### src/rtl/rv32i_types.sv
// Shared RV32 types: M-extension operation codes and the mul/div sequencer states,
// plus small decode helpers used by the execute-stage multiply/divide unit.
package rv32i_types;

  typedef enum logic [2:0] {
    MD_MUL    = 3'b000,
    MD_MULH   = 3'b001,
    MD_MULHSU = 3'b010,
    MD_MULHU  = 3'b011,
    MD_DIV    = 3'b100,
    MD_DIVU   = 3'b101,
    MD_REM    = 3'b110,
    MD_REMU   = 3'b111
  } muldiv_funct3_t;

  typedef enum logic [1:0] {
    MD_IDLE,
    MD_CALC,
    MD_FIX,
    MD_DONE
  } muldiv_state_t;

  // Counter preload: one CALC cycle per operand bit, ending when the counter reads 0.
  localparam logic [5:0] MD_CALC_LAST = 6'd31;

  function automatic logic md_is_div(input muldiv_funct3_t op);
    return op inside {MD_DIV, MD_DIVU, MD_REM, MD_REMU};
  endfunction

  function automatic logic md_is_rem(input muldiv_funct3_t op);
    return op inside {MD_REM, MD_REMU};
  endfunction

  function automatic logic md_a_signed(input muldiv_funct3_t op);
    return op inside {MD_MUL, MD_MULH, MD_MULHSU, MD_DIV, MD_REM};
  endfunction

  function automatic logic md_b_signed(input muldiv_funct3_t op);
    return op inside {MD_MUL, MD_MULH, MD_DIV, MD_REM};
  endfunction

endpackage

### src/rtl/ex_muldiv.sv
// Iterative RV32M multiply/divide unit: 32-cycle shift-add / restoring divide on
// magnitudes, a sign-fix cycle, then a one-cycle done pulse with a held result.
module ex_muldiv
  import rv32i_types::*;
#(
  parameter int XLEN = 32
) (
  input  logic            clk,
  input  logic            rst,
  input  logic            start,
  input  logic [2:0]      funct3,
  input  logic [XLEN-1:0] rs1_data,
  input  logic [XLEN-1:0] rs2_data,
  input  logic            flush,
  output logic            stall,
  output logic            done,
  output logic [XLEN-1:0] result
);

  muldiv_state_t   r_state;
  muldiv_funct3_t  r_op;
  logic            r_neg;
  logic [5:0]      r_cnt;
  logic [XLEN-1:0] r_opnd;
  logic [2*XLEN-1:0] r_acc;
  logic            r_done;
  logic [XLEN-1:0] r_result;

  muldiv_funct3_t  w_op;
  logic            w_sa, w_sb, w_neg;
  logic [XLEN-1:0] w_mag_a, w_mag_b;
  logic            w_div_zero, w_ovf, w_special;
  logic [XLEN-1:0] w_special_val;
  logic [XLEN:0]   w_mul_sum;
  logic [2*XLEN-1:0] w_mul_next, w_div_next, w_prod;
  logic [XLEN-1:0] w_div_diff, w_div_mag, w_div_res, w_fix_val;
  logic            w_div_ge;

  localparam logic [XLEN-1:0] MIN_NEG = {1'b1, {(XLEN-1){1'b0}}};

  // Operand decode for the request sitting in ID/EX.
  always_comb begin
    w_op       = muldiv_funct3_t'(funct3);
    w_sa       = md_a_signed(w_op) & rs1_data[XLEN-1];
    w_sb       = md_b_signed(w_op) & rs2_data[XLEN-1];
    w_mag_a    = w_sa ? -rs1_data : rs1_data;
    w_mag_b    = w_sb ? -rs2_data : rs2_data;
    w_neg      = md_is_rem(w_op) ? w_sa : (w_sa ^ w_sb);
    w_div_zero = md_is_div(w_op) && (rs2_data == '0);
    w_ovf      = (w_op inside {MD_DIV, MD_REM}) && (rs1_data == MIN_NEG) && (rs2_data == '1);
    w_special  = w_div_zero | w_ovf;
    w_special_val = '0;
    if (w_div_zero)
      w_special_val = md_is_rem(w_op) ? rs1_data : '1;
    else if (w_ovf)
      w_special_val = md_is_rem(w_op) ? '0 : MIN_NEG;
  end

  // One iteration of each algorithm; the accumulator holds {hi, lo} for both.
  always_comb begin
    w_mul_sum  = {1'b0, r_acc[2*XLEN-1:XLEN]} + (r_acc[0] ? {1'b0, r_opnd} : '0);
    w_mul_next = {w_mul_sum, r_acc[XLEN-1:1]};
    // The shifted partial remainder is XLEN+1 bits wide, but when it is >= the
    // divisor the difference always fits in XLEN bits.
    w_div_ge   = r_acc[2*XLEN-1:XLEN-1] >= {1'b0, r_opnd};
    w_div_diff = r_acc[2*XLEN-2:XLEN-1] - r_opnd;
    w_div_next = {w_div_ge ? w_div_diff : r_acc[2*XLEN-2:XLEN-1],
                  r_acc[XLEN-2:0], w_div_ge};
  end

  always_comb begin
    w_prod    = r_neg ? -r_acc : r_acc;
    w_div_mag = md_is_rem(r_op) ? r_acc[2*XLEN-1:XLEN] : r_acc[XLEN-1:0];
    w_div_res = r_neg ? -w_div_mag : w_div_mag;
    unique case (r_op)
      MD_MUL:                       w_fix_val = w_prod[XLEN-1:0];
      MD_MULH, MD_MULHSU, MD_MULHU: w_fix_val = w_prod[2*XLEN-1:XLEN];
      default:                      w_fix_val = w_div_res;
    endcase
  end

  always_comb begin
    stall = ((r_state == MD_IDLE) && start && !flush) ||
            (r_state == MD_CALC) || (r_state == MD_FIX);
  end

  // NOTE: every register here is a flop, so all updates use <=; blocking
  // assignments would make the CALC step see partially updated state.
  always_ff @(posedge clk or posedge rst) begin
    if (rst) begin
      r_state  <= MD_IDLE;
      r_op     <= MD_MUL;
      r_neg    <= 1'b0;
      r_cnt    <= '0;
      r_opnd   <= '0;
      r_acc    <= '0;
      r_done   <= 1'b0;
      r_result <= '0;
    end else begin
      r_done <= 1'b0;
      unique case (r_state)
        MD_IDLE: begin
          if (start && !flush) begin
            r_op  <= w_op;
            r_neg <= w_neg;
            r_cnt <= MD_CALC_LAST;
            if (w_special) begin
              r_result <= w_special_val;
              r_done   <= 1'b1;
              r_state  <= MD_DONE;
            end else begin
              r_opnd  <= md_is_div(w_op) ? w_mag_b : w_mag_a;
              r_acc   <= {{XLEN{1'b0}}, md_is_div(w_op) ? w_mag_a : w_mag_b};
              r_state <= MD_CALC;
            end
          end
        end
        MD_CALC: begin
          if (flush) begin
            r_state <= MD_IDLE;
          end else begin
            r_acc <= md_is_div(r_op) ? w_div_next : w_mul_next;
            if (r_cnt == '0) r_state <= MD_FIX;
            else             r_cnt   <= r_cnt - 6'd1;
          end
        end
        MD_FIX: begin
          if (flush) begin
            r_state <= MD_IDLE;
          end else begin
            r_result <= w_fix_val;
            r_done   <= 1'b1;
            r_state  <= MD_DONE;
          end
        end
        default: r_state <= MD_IDLE;
      endcase
    end
  end

  assign done   = r_done;
  assign result = r_result;

endmodule

### config.mk
export PLATFORM = sky130hd
export DESIGN_NAME = ex_muldiv
export DESIGN_NICKNAME = d
export VERILOG_FILES = /design/src/rtl/rv32i_types.sv /design/src/rtl/ex_muldiv.sv
export SDC_FILE = /design/constraint.sdc
export NUM_CORES = 1
export LEC_CHECK = 0
export CAP_MARGIN = 15
export CORE_MARGIN = 4
export CORE_UTILIZATION = 40
export CTS_BUF_LIST = sky130_fd_sc_hd__clkbuf_4
export DETAILED_ROUTE_END_ITERATION = 16
export PLACE_DENSITY = 0.61
export SYNTH_ARGS = -nofsm -noshare
export SYNTH_HDL_FRONTEND = slang
export SYNTH_SLANG_ARGS = --single-unit
### constraint.sdc
create_clock -name clk -period 8.25 [get_ports clk]
set_input_delay 1.65 -clock clk [delete_from_list [all_inputs] [get_ports clk]]
set_output_delay 1.65 -clock clk [all_outputs]
set_load 0.01 [all_outputs]
==> results.md <==
* Critical path startpoint category: input pin
* Layout cells sized above 1 at 0.0646
* Gr ovfl total at 0
* DRT Wirelength at 62.8 mm
* Area Growth Syn to Fin at 9.65%
* Die Y at 208 um
* Core box area at 39000 um^2
* Max Clock Freq at 193 MHz
* Synthesized Nets at 2239
* Top-area cell type share of the netlist area at 0.222
* Setup TNS at 0 ns
* WP data arrival at 5.74 ns
* Reg2reg start: r_op[2]$_DFFE_PP0P_
* Unique masters post-synth at 93
* Combinational share of power at 0.633
* Initial antenna violation count at 2
* Fin Clk Skew at 0.0288 ns
* I/O pin count at 105
* VDD IR max at 0.000140 V
* Rel. slew slack at 0.208
* Main synth FF type: dfrtp_1
* Initial DRC count at 1965
* Mean Syn Cell Area at 7.60 um^2
* Wire length per cell at 24.1 um
* TritonCTS buffer count at 17
* Setup Fix Bufs, Post-CTS at 0
* # DRC at 0
* Crit. End Element: flip-flop
* Cells taking the most area after synthesis: dfrtp_1, xnor2_1, mux2i_1
* Register-to-register setup slack at 3.22 ns
* Resized cells post-CTS at 0
* Switching pwr at 2.67 mW
* Final Hold Viols at 0
* Crit Reg-Reg Endpoint: result[24]$_DFFE_PP0P_
* Vias in the first global route at 15200
* CTS Buffer Depth at 2
* CTS tree: yes
* Synth top cells by count: nand2_1, nor2_1, o21ai_0, a21oi_1, dfrtp_1
* Max_cap viols at 0
* Critical path depth at 11
* Crit-path cells: clkdlybuf4s50_1, or4_1, or3_4, nor3_4, nand2_1, o21ai_2, nor2_1, o21ai_4, buf_4, a22oi_1, o21ai_0
* Critical path class: in -> reg
* Post-route clock period utilization at 0.629
* Hold Path End: r_opnd[20]$_DFFE_PP0P_
* Clock power frac at 0.103
* Leak at 7.10 nW
* Hold Crit Depth at 2
* RSZ-0062 raised after global routing: false
* EDFF count, synth at 0
* Critical path's slowest cell: o21ai_4
* FF-to-FF path depth at 11
* Fraction of registers with async set/reset at 1.00
* Number of buffers added on ports at 104
* DR vias/cell at 6.26
* Clk sinks at 141
* Final antenna-violating net count at 0
* # hold bufs at CTS at 0
* Largest area contributor in the netlist: dfrtp_1
* Die width at 208 um
* GP Congestion at 0.977
* Crit path max-delay family: simple AND/OR/NAND/NOR gates
* H-Tree Level Count at 4
* Cell area after layout at 17500 um^2
* Status: finished, final reports clean
* Pin count of the biggest net entering global routing at 93
* DR vias at 16300
* Skew-Pair Late Insertion Delay at 0.63 ns
* Layout Nets at 2222
* CP Max Fanout at 46
* Worst-Margin Slew at 1.19 ns
* Die area at 43100 um^2
* Synthesized instance count at 2095
* Switching Fraction at 0.537
* Reg power frac at 0.263
* Hpwl dp at 48.1 mm
* Starting Density at 0.408
* Critical Path RT at 8.80 ns
* Worst path bufs/invs at 2
* Register bit total from synthesis at 141
* Pwr/cell area at 285 nW/um^2
* Max incr delay on CP at 0.81 ns
* Sequential area share after synthesis at 0.222
* Drt first pass iters at 7
* # rows at 72
* Root Buffer: clkbuf_4
* Final Util at 0.448
* Max-slew violation count at 0
* Reg clk slew, reported paths at 0.16 ns
* Worst Hold Class: reg -> reg
* Final min period at 5.19 ns
* Most numerous cell in the Yosys netlist: nand2_1
* Ys Warns at 0
* Finish-stage setup viols at 0
* Area after DPL at 17200 um^2
* Hold path startpoint: r_opnd[20]$_DFFE_PP0P_
* Post-synthesis cell area at 15900 um^2
* First-pass GRT wire length at 94.9 mm
* Internal power at 2.31 mW
* Gr usage total at 0.280
sequential cells by signal, indices dropped and copies added, names as in the netlist:
signal and cells:
r_neg 1, r_opnd 32, r_acc 64, result 32, done 1, r_cnt 6
r_op 3, r_state 2
cell usage in the layout (no fill, tap or decap), types with 17 or more instances in the layout:
| cell | instances |
|---|---|
| nand2_1 | 215 |
| nor2_1 | 201 |
| o21ai_0 | 181 |
| a21oi_1 | 172 |
| dfrtp_1 | 139 |
| xnor2_1 | 119 |
| clkdlybuf4s50_1 | 103 |
| mux2i_1 | 100 |
| xor2_1 | 86 |
| ha_1 | 71 |
| inv_1 | 66 |
| nor3_1 | 35 |
| nand3_1 | 34 |
| o31ai_1 | 31 |
| buf_4 | 26 |
| a21o_1 | 24 |
| or3_1 | 23 |
| a211oi_1 | 23 |
| a221oi_1 | 23 |
| nand4_1 | 22 |
| o221ai_1 | 22 |
| a31oi_1 | 21 |
| mux2_2 | 18 |
| o21a_1 | 17 |
| clkbuf_4 | 17 |
cells by family (layout without fill, tap and decap cells):
logic type | Yosys count | after routing | synth area share
xor+xnor | 205 | 205 | 0.113
simple gates | 657 | 657 | 0.200
other cells | 0 | 2 | 0
flops | 141 | 141 | 0.222
mux | 119 | 119 | 0.0763
buf+inv | 236 | 232 | 0.0613
compound gates | 664 | 664 | 0.270
fa+ha+maj | 73 | 73 | 0.0583
metal layers:
layer  track usage  vias to the layer above  share of wire
li1              -                     7588              -
met1         0.409                     7877           0.45
met2         0.421                      785           0.43
met3        0.0459                       90          0.083
met4        0.0960                        0          0.034
met5             0                        -              0
worst register-to-register path, stage by stage, from the launching register on:
cell and delay (ns):
dfrtp_4 1.03, nand2_1 0.60, a21boi_0 0.42, ha_1 0.27, o221ai_2 0.19, or4_4 0.62, nor4_1 0.50, a41oi_1 0.22
xnor2_1 0.17, a221oi_1 0.64, o211ai_1 0.16, o21a_1 0.13
stage by stage:
step	worst slack, ns	hold WS [ns]	cells	total power [mW]
floorplan	2.82	0.450	2095	3.49
global placement	2.54	0.468	2576	4.37
detailed placement	2.48	0.473	2576	4.39
CTS	3.18	0.504	2608	4.92
global route	2.86	0.534	2611	5.33
finish	3.06	0.497	2611	4.98
worst max path at each step:
stage / slack (ns) / endpoint / start
final: 3.06 / r_acc[47]$_DFFE_PP0P_ / rs1_data[9]
after CTS: 3.18 / r_acc[47]$_DFFE_PP0P_ / rs2_data[3]
after global routing: 2.86 / r_acc[47]$_DFFE_PP0P_ / rs2_data[9]
after detailed placement: 2.48 / r_acc[47]$_DFFE_PP0P_ / rs1_data[9]
after global placement: 2.54 / r_acc[42]$_DFFE_PP0P_ / rs2_data[3]
after floorplan: 2.82 / done$_DFF_PP0_ / rst
power by group through the flow:
stage                     sequential, mW  clock, mW  combinational [mW]
after global placement              1.30          0                3.07
after floorplan                    0.959          0                2.53
after CTS                           1.29      0.523                3.10
after global routing                1.32      0.548                3.46
after detailed placement            1.30          0                3.09
final                               1.31      0.515                3.15
cell type report:
type / instances / area, um^2
fill: 3914 / 21500
multi-input combinational: 1718 / 11500
sequential: 141 / 3530
timing repair buffer: 130 / 1230
tap: 518 / 648
inverter: 70 / 268
clock inverter: 15 / 174
clock buffer: 17 / 128
antenna: 2 / 5.00
No activity file was read; power rests on OpenSTA's default activity.
